===== config.mk =====
export PLATFORM = sky130hd
export DESIGN_NAME = ext_rst_req_gen
export DESIGN_NICKNAME = d
export VERILOG_FILES = /design/src/rtl/ext_rst_req_gen.sv
export SDC_FILE = /design/constraint.sdc
export NUM_CORES = 1
export LEC_CHECK = 0
export ABC_AREA = 1
export ABC_CLOCK_PERIOD_IN_PS = 2000
export CORE_MARGIN = 1
export CORE_UTILIZATION = 50
export DETAILED_ROUTE_END_ITERATION = 16
export GPL_TIMING_DRIVEN = 0
export PLACE_DENSITY = 0.86
export SYNTH_ARGS = -nofsm -noshare
export SYNTH_HDL_FRONTEND = slang
export SYNTH_SLANG_ARGS = --single-unit

===== constraint.sdc =====
create_clock -name CLK -period 2 [get_ports CLK]
set_input_delay 0.5 -clock CLK [delete_from_list [all_inputs] [get_ports CLK]]
set_output_delay 0.5 -clock CLK [all_outputs]
set_load 0.02 [all_outputs]

===== src/rtl/ext_rst_req_gen.sv =====
// Fabric reset requester: merges software, watchdog and PLL-lock-loss sources into one timed
// active-low EXT_RST_N pulse, then tracks the reset core's FABRIC_RESET_N assert/release handshake.
module ext_rst_req_gen #(
  parameter int unsigned PULSE_CYCLES   = 16,
  parameter int unsigned ACK_TIMEOUT    = 1024,
  parameter int unsigned HOLDOFF_CYCLES = 256,
  parameter int unsigned WDT_W          = 24
) (
  input  logic             CLK,
  input  logic             RST,
  input  logic             SW_RST_REQ,
  input  logic             WDT_EN,
  input  logic             WDT_KICK,
  input  logic [WDT_W-1:0] WDT_TIMEOUT,
  input  logic             PLL_LOCK,
  input  logic             LOCK_LOSS_EN,
  input  logic             FABRIC_RESET_N,
  input  logic             CAUSE_CLR,
  output logic             EXT_RST_N,
  output logic             BUSY,
  output logic [2:0]       CAUSE,
  output logic             ACK_ERR,
  output logic [7:0]       RST_COUNT
);

  localparam int unsigned TMR_MAX_A = (PULSE_CYCLES > ACK_TIMEOUT) ? PULSE_CYCLES : ACK_TIMEOUT;
  localparam int unsigned TMR_MAX   = (TMR_MAX_A > HOLDOFF_CYCLES) ? TMR_MAX_A : HOLDOFF_CYCLES;
  localparam int unsigned TMR_W     = $clog2(TMR_MAX + 1);

  localparam logic [TMR_W-1:0] PULSE_LAST   = TMR_W'(PULSE_CYCLES - 1);
  localparam logic [TMR_W-1:0] ACK_LAST     = TMR_W'(ACK_TIMEOUT - 1);
  localparam logic [TMR_W-1:0] HOLDOFF_LAST = TMR_W'(HOLDOFF_CYCLES - 1);

  typedef enum logic [2:0] {
    S_IDLE,
    S_ASSERT,
    S_WAIT_LOW,
    S_WAIT_HIGH,
    S_HOLDOFF
  } state_e;

  state_e             state_q, state_d;
  logic [TMR_W-1:0]   tmr_q, tmr_d;
  logic [WDT_W-1:0]   wdt_cnt_q, wdt_cnt_d;
  logic               ext_rst_n_q, ext_rst_n_d;
  logic               busy_q, busy_d;
  logic [2:0]         cause_q, cause_d;
  logic               ack_err_q, ack_err_d;
  logic [7:0]         rst_count_q, rst_count_d;
  logic               pending_q, pending_d;
  logic               acked_q, acked_d;
  logic               pll_lock_q;

  logic               wdt_active;
  logic               wdt_fire;
  logic               lock_req;
  logic [2:0]         req_vec;
  logic               any_req;
  logic               ack_err_set;
  logic               count_inc;

  // Request sources, evaluated every cycle regardless of state.
  assign wdt_active = WDT_EN && (WDT_TIMEOUT != '0) && (state_q == S_IDLE);
  assign wdt_fire   = wdt_active && !WDT_KICK && (wdt_cnt_q == WDT_TIMEOUT - WDT_W'(1));
  assign lock_req   = pll_lock_q && !PLL_LOCK && LOCK_LOSS_EN && FABRIC_RESET_N;
  assign req_vec    = {lock_req, wdt_fire, SW_RST_REQ};
  assign any_req    = |req_vec;

  always_comb begin
    // NOTE: every combinational output gets a default first so no path can infer a latch.
    state_d     = state_q;
    tmr_d       = tmr_q + TMR_W'(1);
    ext_rst_n_d = 1'b1;
    pending_d   = pending_q;
    acked_d     = acked_q;
    ack_err_set = 1'b0;
    count_inc   = 1'b0;

    unique case (state_q)
      S_IDLE: begin
        tmr_d = '0;
        if (any_req || pending_q) begin
          state_d     = S_ASSERT;
          ext_rst_n_d = 1'b0;
          pending_d   = 1'b0;
          acked_d     = 1'b0;
        end
      end
      S_ASSERT: begin
        ext_rst_n_d = 1'b0;
        if (!FABRIC_RESET_N) acked_d = 1'b1;
        if (tmr_q == PULSE_LAST) begin
          ext_rst_n_d = 1'b1;
          tmr_d       = '0;
          state_d     = (acked_q || !FABRIC_RESET_N) ? S_WAIT_HIGH : S_WAIT_LOW;
        end
      end
      S_WAIT_LOW: begin
        if (!FABRIC_RESET_N) begin
          tmr_d   = '0;
          state_d = S_WAIT_HIGH;
        end else if (tmr_q == ACK_LAST) begin
          ack_err_set = 1'b1;
          count_inc   = 1'b1;
          tmr_d       = '0;
          state_d     = S_HOLDOFF;
        end
      end
      S_WAIT_HIGH: begin
        if (FABRIC_RESET_N || (tmr_q == ACK_LAST)) begin
          ack_err_set = !FABRIC_RESET_N;
          count_inc   = 1'b1;
          tmr_d       = '0;
          state_d     = S_HOLDOFF;
        end
      end
      S_HOLDOFF: begin
        // Requests arriving while the core settles collapse into one deferred sequence.
        if (any_req) pending_d = 1'b1;
        if (tmr_q == HOLDOFF_LAST) begin
          tmr_d   = '0;
          state_d = S_IDLE;
        end
      end
      default: begin
        tmr_d   = '0;
        state_d = S_IDLE;
      end
    endcase

    busy_d = (state_d != S_IDLE);

    wdt_cnt_d = (wdt_active && !WDT_KICK && !wdt_fire) ? wdt_cnt_q + WDT_W'(1) : '0;

    // A request in the same cycle as CAUSE_CLR still leaves its bit set.
    cause_d   = (CAUSE_CLR ? 3'b000 : cause_q) | req_vec;
    ack_err_d = (ack_err_q && !CAUSE_CLR) || ack_err_set;

    rst_count_d = (count_inc && (rst_count_q != 8'hFF)) ? rst_count_q + 8'd1 : rst_count_q;
  end

  // NOTE: sequential state uses non-blocking assignments so every register samples pre-edge values.
  always_ff @(posedge CLK) begin
    if (RST) begin
      state_q     <= S_IDLE;
      tmr_q       <= '0;
      wdt_cnt_q   <= '0;
      ext_rst_n_q <= 1'b1;
      busy_q      <= 1'b0;
      cause_q     <= 3'b000;
      ack_err_q   <= 1'b0;
      rst_count_q <= 8'd0;
      pending_q   <= 1'b0;
      acked_q     <= 1'b0;
      pll_lock_q  <= 1'b0;
    end else begin
      state_q     <= state_d;
      tmr_q       <= tmr_d;
      wdt_cnt_q   <= wdt_cnt_d;
      ext_rst_n_q <= ext_rst_n_d;
      busy_q      <= busy_d;
      cause_q     <= cause_d;
      ack_err_q   <= ack_err_d;
      rst_count_q <= rst_count_d;
      pending_q   <= pending_d;
      acked_q     <= acked_d;
      pll_lock_q  <= PLL_LOCK;
    end
  end

  assign EXT_RST_N = ext_rst_n_q;
  assign BUSY      = busy_q;
  assign CAUSE     = cause_q;
  assign ACK_ERR   = ack_err_q;
  assign RST_COUNT = rst_count_q;

endmodule


Yosys cells after proc, flatten, opt, wreduce, memory -nomap -nowiden
Index checks and enable logic that the tools add are counted.
{ "totals": {"wordCells": 86, "reg_bits": 55, "output_inout_bits": 14, "in_bits": 33} }
{ "op_classes": {"n_reduce_logical": 28, "bitwise": 2, "eq_ne": 12, "n_addsub": 4, "muxes": 29} }
{ "op_table": {"columns": ["op", "count"], "rows": [
  ["11-bit two-way mux", 5],
  ["11-bit case mux with 4 select lines", 1],
  ["24-bit by 1-bit adder with 24-bit output (second input constant)", 1],
  ["24-bit == test", 1],
  ["24-bit nonzero test", 1],
  ["24-bit by 1-bit subtractor with 24-bit output (second input constant)", 1],
  ["3-bit two-way mux", 7],
  ["3-bit case mux with 5 select lines", 1],
  ["11-bit by 1-bit adder with 11-bit output (second input constant)", 1],
  ["11-bit by 10-bit == test with 1-bit output (second input constant)", 1],
  ["11-bit by 4-bit == test with 1-bit output (second input constant)", 1],
  ["11-bit by 8-bit == test with 1-bit output (second input constant)", 1],
  ["1-bit logical AND", 10],
  ["1-bit two-way mux", 10],
  ["1-bit case mux with 2 select lines", 5],
  ["8-bit by 1-bit adder with 8-bit output (second input constant)", 1],
  ["8-bit != test (second input constant)", 1],
  ["3-bit by 2-bit == test with 1-bit output (second input constant)", 2],
  ["3-bit AND reduction", 2],
  ["1-bit zero test", 5],
  ["1-bit logical OR", 4],
  ["2-bit != test (second input constant)", 2],
  ["2-bit nonzero test", 2],
  ["3-bit by 1-bit == test with 1-bit output (second input constant)", 1],
  ["8 further kinds", 8]
]} }

Longest topological paths before layout
Gate-level depths: netlist (run 1).
{ "logic_depth": {"depth_word": 10, "mapped_depth": 19, "mapped_depth_nobuf": 19} }

Least setup slack after synthesis (run 1)
Ideal clock, no wire load.
{ "synth_path": {"kind": "input-to-reg", "start": "input WDT_TIMEOUT[0]", "end": "register wdt_cnt_q[10]", "arrival_time_ns": 1.944, "required_ns": 1.873, "path_slack_ns": -0.071, "path_stages": 15, "setup_time_ns": 0.127, "n_path_buf": 2, "cell_sequence": "inv_1 > ha_1 > nand2_2 > nor2_4 > buf_6 > nand2_2 > nand3_1 > nand2_1 > nor2_1 > nand2_1 > nor2_2 > nand3_1 > nand3_2 > buf_4 > nor3b_2"} }
{ "synth_between": {"elab_chain_cells": 9, "word_cells_on_any_way": 11} }
{ "synth_rtl": {"columns": ["element", "line_no", "source"], "rows": [
  ["start, declared", "14", "input logic [WDT_W-1:0] WDT_TIMEOUT,"],
  ["parallel branches: the longest is 6 deep, another holds 24-bit by 1-bit subtractor with 24-bit output", null, null],
  ["1-bit logical AND *", "133", "wdt_cnt_d = (wdt_active && !WDT_KICK && !wdt_fire) ? wdt_cnt_q + WDT_W'(1) : '0;"],
  ["1-bit inverter (no line) *", null, null],
  ["2-bit OR reduction (no line) *", null, null],
  ["end signal, assigned", "159", "wdt_cnt_q <= wdt_cnt_d;"],
  ["end, declared", "44", "logic [WDT_W-1:0] wdt_cnt_q, wdt_cnt_d;"]
]} }
Mark *: on every way between the ends.
A chain may end at the register's enable or synchronous reset.

Worst setup path in the final report (run 1)
{ "layout_path": {"start": "input WDT_TIMEOUT[1]", "end": "register busy_q, in the netlist BUSY"} }
{ "layout_between": {"elab_chain_cells": 10, "word_cells_on_any_way": 12} }
{ "layout_rtl": {"columns": ["element", "line_no", "source"], "rows": [
  ["parallel branches: the longest is 4 deep, another holds 24-bit by 1-bit subtractor with 24-bit output", null, null],
  ["1-bit logical AND *", "64", "assign wdt_fire = wdt_active && !WDT_KICK && (wdt_cnt_q == WDT_TIMEOUT - WDT_W'(1));"],
  ["3-bit OR reduction *", "67", "assign any_req = |req_vec;"],
  ["1-bit logical OR *", "82", "if (any_req || pending_q) begin"],
  ["3-bit two-way mux *", "82", null],
  ["3-bit case mux with 5 select lines *", "79", "unique case (state_q)"],
  ["3-bit nonzero test *", "131", "busy_d = (state_d != S_IDLE);"],
  ["end signal, assigned", "161", "busy_q <= busy_d;"],
  ["end, declared", "46", "logic busy_q, busy_d;"]
]} }
Marked as above.

==> results of run 1 <==
[final timing paths]
kind | cells after the start | to
worst min register to register | 1 | RST_COUNT[6]$_SDFFE_PP0P_
worst max-delay path | 19 | BUSY$_SDFF_PP0_
worst max register to register | 17 | BUSY$_SDFF_PP0_
worst min-delay path | 1 | RST_COUNT[6]$_SDFFE_PP0P_
[logic make-up (layout without fill, tap and decap cells)]
| family | count (synthesis) | count (layout) | share of synthesized area [%] |
|---|---|---|---|
| AND/OR/NAND/NOR | 368 | 368 | 45.44 |
| flip-flops | 55 | 55 | 28.85 |
| AO/OA/AOI/OAI | 40 | 40 | 5.672 |
| buffers and inverters | 108 | 197 | 11.05 |
| XOR/XNOR | 32 | 32 | 7.344 |
| adder cells (fa/ha/maj) | 5 | 5 | 1.639 |
[routing by layer]
metal  share of wire (%)  GRT usage [%]  wire length (um)
met4                 4.7          12.70               527
met2                  49          46.70              5531
met1                  39          28.60              4400
met3                 7.1          4.340               802
met5                   0              0                 0
[area by class of cell]
class                           instances  area (um^2)
Fill cell                             547         2110
Clock inverter                          1        5.005
Sequential cell                        55         1109
Clock buffer                            7        76.32
Buffer                                  5        46.29
Multi-Input combinational cell        445         2804
Tap cell                               99        123.9
Inverter                              103        391.6
Timing Repair Buffer                   81        665.6
[registers in the layout, indices dropped and copies added, names as in the netlist, 3 cells and up]
register   count
CAUSE          3
tmr_q         11
wdt_cnt_q     24
RST_COUNT      8
state_q        3
[repair_timing]
item,CTS,global route
setup endpoints to repair,46,49
gates cloned,3,0
pin swaps,52,55
setup buffers,23,9
gates resized for setup,111,124
[metrics by stage]
step | setup TNS [ns] | power (mW) | utilization, %
after global placement | -24.51 | 1.427 | 60.16
after detailed placement | -26.33 | 1.434 | 60.16
after CTS | -0.4900 | 2.060 | 66.62
after floorplan | 0 | 1.302 | -
after global routing | -3.910 | 2.193 | 71.22
final | -0.6108 | 2.099 | 71.22
[power groups by stage]
| stage | logic, mW | clock network [mW] | registers (mW) |
|---|---|---|---|
| after floorplan | 0.157 | 0 | 1.14 |
| after global placement | 0.288 | 0 | 1.14 |
| final | 0.371 | 0.613 | 1.11 |
| after detailed placement | 0.294 | 0 | 1.14 |
| after global routing | 0.402 | 0.674 | 1.12 |
| after CTS | 0.323 | 0.622 | 1.11 |
[cell usage in the layout (no fill, tap or decap), types with 13 or more instances in the layout]
cell,n
nand3_1,26
buf_4,28
nor2_2,30
xor2_1,18
a21oi_1,16
nor3_1,13
dfxtp_1,49
nand2_2,29
inv_1,90
nand2_1,137
nor2_4,25
nor2_1,53
clkdlybuf4s50_1,23
==> qor.yml, run 1 <==
placement:
  dpl.hpwl_mm: 7.046
  dp_cells: 753
  gp_congestion: 0.9042
  placed_cell_area_um2: 4410
  port_buffers: 46
  pre_cts_slack_ns: -0.8912
synthesis:
  yosys_warnings: 0
  synth_enable_flop_cells: 0
  synth.distinct_cells: 40
  synth_cells: 608
  synth.most_common_cell: "nand2_1"
  seq_area_frac_synth_pct: 28.85
  yosys.area.top_type: "dfxtp_1"
  yosys_register_bits: 55
  avgSynthCellArea_um2: 6.277
  netlist_area_um2: 3816
  synthTopCellsByCount: "161 x nand2_1, 96 x inv_1, 91 x nor2_1"
  synthTopCellsByArea: "dfxtp_1 29%, nand2_1 16%, inv_1 9.4%"
  synth_top_area_share_pct: 28.85
  synth_flop_cell: "dfxtp_1"
  async_flop_share_pct: 0
  synthesis.nets: 646
cts:
  postCtsHoldBufs: 0
  cts_root_buffer: "clkbuf_8"
  cts_tree: "built"
  clk_pin_slew_ns: 0.10
  h-tree-depth: 2
  cts-buffers-inserted: 5
  cts.sinks: 55
  clk_latency_ns: 0.32
  clock_path_buffers: 2
final_layout:
  layout.cells.non_filler: 796
  stdcell_area_um2: 5221
  area_delta_synth_final_pct: 36.82
  diodes: 0
  final_nets: 734
  drive_gt1_share_pct: 30.99
pwr:
  p_seq_share_pct: 53.1
  intPower_mw: 1.502
  p_clk_share_pct: 29.2
  comb_power_share_pct: 17.7
  p_leak_nw: 2.211
  power_density_nw_per_um2: 402.0
  switchingPower_mw: 0.5968
  switching_share_pct: 28.43
  peakVddDrop_v: 0.0003632
die:
  initial_core_util_pct: 52.06
  die_x_um: 89.37
  coreArea_um2: 7331
  die_h_um: 89.37
  rows: 31
  fp.dieArea_um2: 7986
  ios: 47
setup_path:
  slowest_delay_ns: 0.16
  critical_path_class: "in2reg"
  critPathTopFamily: "simple AND/OR/NAND/NOR gates"
  path_max_fanout: 5
  arrival_ns: 2.35
  ff2ff_setup_slack_ns: -0.07
  slowest_stage: "ha_4"
  cp-end-kind: "flip-flop"
  r2r_start: "wdt_cnt_q[4]$_SDFF_PP0_"
  critPathLaunchType: "input pin"
  path_common_cell: "nand2_1"
  crit_buf_inv: 3
  crit_start: "WDT_TIMEOUT[1]"
  required_ns: 2.26
  path_cells: "buf_4, inv_2, ha_4, nand2_4, inv_2, nand2_1, nand2_1, nand2_1, nor2_1, nand2_1, nor2_2, nand2_2, nor2_4, nand4_4, nand2_2, nand2_2, nand2_1, nand2_1, nand2_1"
routing:
  ant_nets: 0
  vias: 4259
  dr.first_iter.drc_count: 229
  dr.pass1.iters: 5
  post_drt_wl_per_cell_um: 14.15
  avgViaCountPerCell: 5.351
  drc: 0
  drt-total-wl_mm: 11.26
sta:
  worstMarginPinSlew_ns: 0.4983
  setup_viol: 26
  setup_ws_ns: -0.08952
  whs_ns: 0.4714
  rsz0062_at_grt: "yes"
  slew_viol_final: 0
  clock.fmax_mhz: 478.6
  period_share_pct: 104.5
  slew_headroom_pct: 66.49
  fin_skew_ns: 0.006661
  fin_crit_ns: 2.090
  hold_violations: 0
grt:
  track_usage_pct: 25.56
  grt-ovfl-total: 0
  grt_pass1_wl_mm: 15.64
  grt_max_degree: 16
  grt_pass1_vias: 3736
  antenna_found_initial: 0
outcome:
  outcome: "finished with violations"
  violations: "setup timing"
worst_hold_path:
  hp-class: "reg2reg"
  min-delay-start: "RST_COUNT[6]$_SDFFE_PP0P_"
run:
  maxCapViolCount: 0
Power figures use the tool's default switching activity.
==> run 2, diff against run 1 <==
PLACE_DENSITY = 0.76   (was 0.86)
==> run 2 against run 1 <==
Against the previous run:
- the run still ends with setup timing left
- global-route usage barely moved
- clock power up 6.5%
- first-iteration DRC count down 3.1%
- core utilization rose by 3.0 points
- fmax decreased by 2.7%
- worst hold slack got worse by 0.010 ns
- final cell count is 1.6% higher
- total power up 2.6%
- via count is 0.94% higher
- combinational power up 5%
- sequential power is essentially flat
- cell area up 4.2%
- largest cell class unchanged
==> qor.yml, run 2 (same netlist as run 1, synthesis figures left out) <==
final_layout:
  regArea_um2: 1121  # was 1109 um^2
  top_register: "wdt_cnt_q"  # unchanged
  fillers: 541  # was 547
  stdcell_area_um2: 5441  # was 5221 um^2
  layout.cells.non_filler: 809  # was 796
  area_delta_synth_final_pct: 42.59  # was 36.82%
  multi_input_area_um2: 2820  # was 2804 um^2
  layout_common_cells: "132 x nand2_1, 87 x inv_1, 50 x nor2_1"  # was 137 x nand2_1, 90 x inv_1, 53 x nor2_1
  drive_gt1_share_pct: 33.52  # was 30.99%
  final_nets: 747  # was 734
  layout_commonest_cell: "nand2_1"  # unchanged
  largest_reg_flops: 24  # unchanged
  final_core_util_pct: 74.23  # was 71.22%
  diodes: 0  # unchanged
grt:
  grt_max_degree: 17  # was 16
  antenna_found_initial: 0  # unchanged
  grt_pass1_vias: 3712  # was 3736
  grt_pass1_wl_mm: 15.77  # was 15.64 mm
  grt-ovfl-total: 0  # unchanged
  track_usage_pct: 25.51  # was 25.56%
pwr:
  finalPower_mw: 2.153  # was 2.099 mW
  peakVddDrop_v: 0.0003831  # was 0.0003632 V
  power_density_nw_per_um2: 395.6  # was 402.0 nW/um^2
  p_leak_nw: 2.280  # was 2.211 nW
setup_path:
  critPathLaunchType: "flip-flop"  # was input pin
  rr_endpoint: "tmr_q[2]$_SDFF_PP0_"  # was BUSY$_SDFF_PP0_
  path_common_cell: "buf_4"  # was nand2_1
  required_ns: 2.22  # was 2.26 ns
  r2r_start: "tmr_q[1]$_SDFF_PP0_"  # was wdt_cnt_q[4]$_SDFF_PP0_
  path_max_fanout: 3  # was 5
  cp-end-kind: "flip-flop"  # unchanged
  reg2reg_depth: 13  # was 17
  slowest_stage: "dfxtp_2"  # was ha_4
  ff2ff_setup_slack_ns: -0.15  # was -0.07 ns
  slowest_delay_ns: 0.37  # was 0.16 ns
  critical_path_class: "reg2reg"  # was in2reg
  arrival_ns: 2.37  # was 2.35 ns
  crit_start: "tmr_q[1]$_SDFF_PP0_"  # was WDT_TIMEOUT[1]
  path_cells: "ha_4, nand3_4, buf_4, buf_4, nor3_1, nor3_1, inv_1, o21ai_0, nor2_2, nor2_2, buf_4, nand2_2, inv_2"  # was buf_4, inv_2, ha_4, nand2_4, inv_2, nand2_1, nand2_1, nand2_1, nor2_1, nand2_1, nor2_2, nand2_2, nor2_4, nand4_4, nand2_2, nand2_2, nand2_1, nand2_1, nand2_1
die:
  die_h_um: 89.37  # unchanged
  fp.dieArea_um2: 7986  # unchanged
  rows: 31  # unchanged
  ios: 47  # unchanged
  die_x_um: 89.37  # unchanged
  coreArea_um2: 7331  # unchanged
  initial_core_util_pct: 52.06  # unchanged
sta:
  clock.fmax_mhz: 465.8  # was 478.6 MHz
  slew_headroom_pct: 55.85  # was 66.49%
  setup_viol: 37  # was 26
  period_share_pct: 107.3  # was 104.5%
  whs_ns: 0.4613  # was 0.4714 ns
  fin_skew_ns: 0.01239  # was 0.006661 ns
  hold_violations: 0  # unchanged
  tns_ns: -1.716  # was -0.6108 ns
  rsz0062_at_grt: "yes"  # unchanged
  setup_ws_ns: -0.1466  # was -0.08952 ns
  fin_crit_ns: 2.147  # was 2.090 ns
  slew_viol_final: 0  # unchanged
  worstMarginPinSlew_ns: 0.6566  # was 0.4983 ns
worst_hold_path:
  holdPathStages: 2  # was 1
  min_to: "CAUSE[0]$_SDFF_PP0_"  # was RST_COUNT[6]$_SDFFE_PP0P_
  min-delay-start: "CAUSE[0]$_SDFF_PP0_"  # was RST_COUNT[6]$_SDFFE_PP0P_
  hp-class: "reg2reg"  # unchanged
run:
  maxCapViolCount: 0  # unchanged
cts:
  clk_pin_slew_ns: 0.10  # about the same
  cts_tree: "built"  # unchanged
  clock_path_buffers: 2  # unchanged
  cts_root_buffer: "clkbuf_8"  # unchanged
  cts.sinks: 55  # unchanged
  h-tree-depth: 2  # unchanged
  cts-buffers-inserted: 5  # unchanged
  clk_latency_ns: 0.31  # was 0.32 ns
  postCtsHoldBufs: 0  # unchanged
routing:
  ant_nets: 0  # unchanged
  dr.first_iter.drc_count: 222  # was 229
  dr.pass1.iters: 5  # unchanged
  post_drt_wl_per_cell_um: 14.21  # was 14.15 um
  drt-total-wl_mm: 11.50  # was 11.26 mm
  vias: 4299  # was 4259
  avgViaCountPerCell: 5.314  # was 5.351
  drc: 0  # unchanged
placement:
  dpl.hpwl_mm: 7.210  # was 7.046 mm
  dp_cells: 753  # unchanged
  port_buffers: 46  # unchanged
  pre_cts_slack_ns: -0.9370  # was -0.8912 ns
  placed_cell_area_um2: 4410  # unchanged
  gp_congestion: 0.8837  # was 0.9042
outcome:
  violations: "setup timing"  # unchanged
  outcome: "finished with violations"  # unchanged
## run 2: area by class of cell
type / count / area share (%)
Buffer: 5 / 0.9657
Clock inverter: 1 / 0.1610
Tap cell: 99 / 2.276
Clock buffer: 7 / 1.587
Sequential cell: 55 / 20.60
Inverter: 103 / 7.335
Multi-Input combinational cell: 445 / 51.83
Timing Repair Buffer: 94 / 15.24
## run 2: how the worst max path moves through the flow
| stage | endpoint | slack, ns | cells past startpoint |
|---|---|---|---|
| after floorplan | wdt_cnt_q[10]$_SDFF_PP0_ | 0.0004 | 15 |
| after global placement | BUSY$_SDFF_PP0_ | -0.87 | 17 |
| after detailed placement | wdt_cnt_q[19]$_SDFF_PP0_ | -0.94 | 16 |
| after CTS | RST_COUNT[0]$_SDFFE_PP0P_ | -0.06 | 12 |
| after global routing | BUSY$_SDFF_PP0_ | -0.23 | 18 |
| final | tmr_q[2]$_SDFF_PP0_ | -0.15 | 13 |
## run 2: repair_timing
item	CTS	global route
pin swaps	50	61
hold endpoints to repair	0	0
cloned	1	2
setup endpoints to repair	47	48
buffers inserted	26	19
resized for setup	117	134
## run 2: layer usage
metal  global-route usage, %  part of all wire, %  vias to the layer above
met5                       0                    0                        -
met4                   10.39                  4.6                        0
met3                   3.786                  6.4                       47
met2                   47.88                   50                      195
met1                   28.73                   39                     1951
li1                        -                    -                     2106
## run 2: where the power goes
group          internal (mW)  switching, mW  total (mW)
clock                  0.285          0.368       0.653
combinational          0.162          0.226       0.388
sequential              1.10        0.00892        1.11
total                   1.55          0.604        2.15
## run 2: worst max-delay path, delay by kind of cell, from the launching register on
| family | cells | cell delay, ns |
|---|---|---|
| AOI/OAI and AO/OA | 1 | 0.12 |
| and+or+nand+nor | 6 | 0.81 |
| buffers and inverters | 5 | 0.59 |
| adders and majority gates | 1 | 0.16 |
| DFF | 1 | 0.37 |
==> run 3, diff against run 2 <==
ABC_AREA = unset   (was 1)
CORE_MARGIN = 2   (was 1)
PLACE_DENSITY = 0.77   (was 0.76)
==> run 3 against run 2 <==
Against the previous run:
- first-iteration DRC count up 50%
- flip-flop and latch count unchanged
- the run ends with DRC, setup timing left
- routed wire length down 15%
- critical path type is now in2reg
- largest power group unchanged
- total power up 1.5%
- count of clock-buffer cells in the layout down 2
- core utilization down 2.2 points
- register-to-register slack worse by 0.50 ns
==> qor.yml, run 3 <==
pwr:
  power_density_nw_per_um2: 472.0  # was 395.6 nW/um^2
  peakVddDrop_v: 0.0002830  # was 0.0003831 V
  p_leak_nw: 1.686  # was 2.280 nW
  finalPower_mw: 2.184  # was 2.153 mW
final_layout:
  top_register: "wdt_cnt_q"  # unchanged
  stdcell_area_um2: 4628  # was 5441 um^2
  area_delta_synth_final_pct: 38.23  # was 42.59%
  layout.cells.non_filler: 579  # was 809
  final_nets: 539  # was 747
  diodes: 0  # unchanged
  layout_common_cells: "59 x nor2_1, 49 x dfxtp_1, 36 x xnor2_1"  # was 132 x nand2_1, 87 x inv_1, 50 x nor2_1
  drive_gt1_share_pct: 24.70  # was 33.52%
  layout_commonest_cell: "nor2_1"  # was nand2_1
  final_core_util_pct: 72.06  # was 74.23%
  largest_reg_flops: 24  # unchanged
  fillers: 458  # was 541
synthesis:
  synth_flop_cell: "dfxtp_1"  # unchanged
  yosys_register_bits: 55  # unchanged
  synth.distinct_cells: 58  # was 40
  async_flop_share_pct: 0  # unchanged
  synth.most_common_cell: "nor2_1"  # was nand2_1
  seq_area_frac_synth_pct: 32.88  # was 28.85%
  synth_top_area_share_pct: 32.88  # was 28.85%
  synthesis.nets: 454  # was 646
  synthTopCellsByArea: "dfxtp_1 33%, xnor2_1 10%, nor2_1 8.0%"  # was dfxtp_1 29%, nand2_1 16%, inv_1 9.4%
  synth_enable_flop_cells: 0  # unchanged
  yosys.area.top_type: "dfxtp_1"  # unchanged
  yosys_warnings: 0  # unchanged
  netlist_area_um2: 3348  # was 3816 um^2
  avgSynthCellArea_um2: 8.049  # was 6.277 um^2
  synth_cells: 416  # was 608
  synthTopCellsByCount: "71 x nor2_1, 55 x dfxtp_1, 39 x xnor2_1"  # was 161 x nand2_1, 96 x inv_1, 91 x nor2_1
setup_path:
  rr_endpoint: "wdt_cnt_q[1]$_SDFF_PP0_"  # was tmr_q[2]$_SDFF_PP0_
  path_cells: "buf_12, or4_4, or3_4, a2111oi_4, o211ai_1, a211o_1, nor4_2, or3b_1, buf_6, buf_6, nor2_1"  # was ha_4, nand3_4, buf_4, buf_4, nor3_1, nor3_1, inv_1, o21ai_0, nor2_2, nor2_2, buf_4, nand2_2, inv_2
  reg2reg_depth: 10  # was 13
  crit_end: "wdt_cnt_q[1]$_SDFF_PP0_"  # was tmr_q[2]$_SDFF_PP0_
  crit_buf_inv: 3  # was 5
  critPathTopFamily: "simple AND/OR/NAND/NOR gates"  # unchanged
  critical_path_class: "in2reg"  # was reg2reg
  path_common_cell: "buf_6"  # was buf_4
  slowest_delay_ns: 0.53  # was 0.37 ns
  cp.depth: 11  # was 13
  crit_start: "WDT_TIMEOUT[8]"  # was tmr_q[1]$_SDFF_PP0_
  arrival_ns: 3.05  # was 2.37 ns
  critPathLaunchType: "input pin"  # was flip-flop
  cp-end-kind: "flip-flop"  # unchanged
  r2r_start: "wdt_cnt_q[13]$_SDFF_PP0_"  # was tmr_q[1]$_SDFF_PP0_
  ff2ff_setup_slack_ns: -0.65  # was -0.15 ns
  path_max_fanout: 6  # was 3
  slowest_stage: "or4_4"  # was dfxtp_2
  required_ns: 2.23  # was 2.22 ns
cts:
  clk_pin_slew_ns: 0.11  # was 0.10 ns
  cts-buffers-inserted: 5  # unchanged
  clk_latency_ns: 0.33  # was 0.31 ns
  postCtsHoldBufs: 0  # unchanged
  clock_path_buffers: 2  # unchanged
  cts_tree: "built"  # unchanged
  h-tree-depth: 2  # unchanged
  cts.sinks: 55  # unchanged
  cts_root_buffer: "clkbuf_8"  # unchanged
sta:
  slew_viol_final: 0  # unchanged
  setup_viol: 35  # was 37
  rsz0062_at_grt: "yes"  # unchanged
  clock.fmax_mhz: 354.5  # was 465.8 MHz
  setup_ws_ns: -0.8212  # was -0.1466 ns
  period_share_pct: 141.1  # was 107.3%
  worstMarginPinSlew_ns: 0.5341  # was 0.6566 ns
  hold_violations: 0  # unchanged
  fin_skew_ns: 0.01410  # was 0.01239 ns
  fin_crit_ns: 2.821  # was 2.147 ns
  slew_headroom_pct: 63.91  # was 55.85%
grt:
  grt_pass1_vias: 3293  # was 3712
  track_usage_pct: 25.60  # was 25.51%
  grt_pass1_wl_mm: 15.21  # was 15.77 mm
  grt-ovfl-total: 0  # unchanged
  grt_max_degree: 20  # was 17
  antenna_found_initial: 0  # unchanged
die:
  fp.dieArea_um2: 7367  # was 7986 um^2
  rows: 29  # was 31
  die_x_um: 85.83  # was 89.37 um
  coreArea_um2: 6422  # was 7331 um^2
  ios: 47  # unchanged
  initial_core_util_pct: 52.13  # was 52.06%
  die_h_um: 85.83  # was 89.37 um
placement:
  pre_cts_slack_ns: -1.768  # was -0.9370 ns
  placed_cell_area_um2: 3946  # was 4410 um^2
  dpl.hpwl_mm: 6.194  # was 7.210 mm
  dp_cells: 536  # was 753
  port_buffers: 43  # was 46
  gp_congestion: 0.9042  # was 0.8837
outcome:
  violations: "DRC, setup timing"  # was setup timing
  outcome: "finished with violations"  # unchanged
routing:
  ant_nets: 0  # unchanged
  post_drt_wl_per_cell_um: 16.89  # was 14.21 um
  vias: 3470  # was 4299
  dr.first_iter.drc_count: 333  # was 222
  avgViaCountPerCell: 5.993  # was 5.314
  drt-total-wl_mm: 9.782  # was 11.50 mm
  drc: 4  # was 0
  dr.pass1.iters: 11  # was 5
worst_hold_path:
  hp-class: "reg2reg"  # unchanged
run:
  maxCapViolCount: 0  # unchanged
## run 3: cell count changes after synthesis, sizes merged, moves of 6 or more
cell    delta
nand2    -145
and3       +6
inv       -91
clkbuf     +8
xnor2     +26
nor2      -37
xor2      +10
a21oi     -13
nand3     -10
or3       +10
nand3b     -6
## run 3: cell type report
cell class | count | area, um^2 | area share, %
Multi-Input combinational cell | 336 | 2461 | 53.18
Sequential cell | 55 | 1111 | 24.01
Timing Repair Buffer | 80 | 755.7 | 16.33
Tap cell | 77 | 96.34 | 2.082
Clock buffer | 5 | 68.82 | 1.487
Buffer | 12 | 66.31 | 1.433
Inverter | 11 | 41.29 | 0.8921
Clock inverter | 3 | 27.53 | 0.5948
## run 3: layer usage
| layer | up-vias | wire length (um) | GRT usage, % | share of wire [%] |
|---|---|---|---|---|
| met5 | - | 0 | 0 | 0 |
| met4 | 0 | 253 | 9.668 | 2.6 |
| met3 | 33 | 581 | 4.812 | 5.9 |
| met2 | 152 | 4731 | 43.18 | 48 |
| met1 | 1634 | 4215 | 32.50 | 43 |
| li1 | 1651 | - | - | - |
## run 3: how the worst min path moves through the flow
| stage | slack (ns) | to | from | depth (start not counted) |
|---|---|---|---|---|
| 4_1_cts | 0.51 | ACK_ERR$_SDFF_PP0_ | ACK_ERR$_SDFF_PP0_ | 2 |
| 3_3_place_gp | 0.43 | tmr_q[0]$_SDFF_PP0_ | tmr_q[0]$_SDFF_PP0_ | 1 |
| 3_5_place_dp | 0.44 | tmr_q[0]$_SDFF_PP0_ | tmr_q[0]$_SDFF_PP0_ | 1 |
| 5_1_grt | 0.53 | wdt_cnt_q[0]$_SDFF_PP0_ | wdt_cnt_q[0]$_SDFF_PP0_ | 1 |
| 6_report | 0.51 | wdt_cnt_q[0]$_SDFF_PP0_ | wdt_cnt_q[0]$_SDFF_PP0_ | 1 |
| 2_1_floorplan | 0.42 | tmr_q[0]$_SDFF_PP0_ | tmr_q[0]$_SDFF_PP0_ | 1 |
## run 3: logic make-up after synthesis
kind of cell	after synthesis	share of synthesized area, %
multiplexers	4	1.233
adder cells (fa/ha/maj)	6	2.167
AO/OA/AOI/OAI	54	11.40
flip-flops	55	32.89
AND/OR/NAND/NOR	204	31.02
buffers and inverters	25	3.512
XOR/XNOR	68	17.79
## run 3: stage by stage
| step | TNS (ns) | hold WS [ns] |
|---|---|---|
| final | -24.03 | 0.5090 |
| after global placement | -51.68 | 0.4289 |
| after floorplan | -23.79 | 0.4151 |
| after global routing | -27.14 | 0.5253 |
| after detailed placement | -54.08 | 0.4419 |
| after CTS | -27.76 | 0.5130 |
## run 3: timing repair
item	4_1_cts	5_1_grt
buffers inserted	25	13
pin swaps	23	29
setup endpoints to repair	47	50
gates resized for setup	64	61
cloned	1	0
## run 3: where the power goes
part | internal, mW | leakage (nW) | total (mW) | switching (mW)
sequential | 1.11 | 0.448 | 1.12 | 0.00884
clock | 0.259 | 0.0463 | 0.677 | 0.419
combinational | 0.174 | 1.19 | 0.391 | 0.217
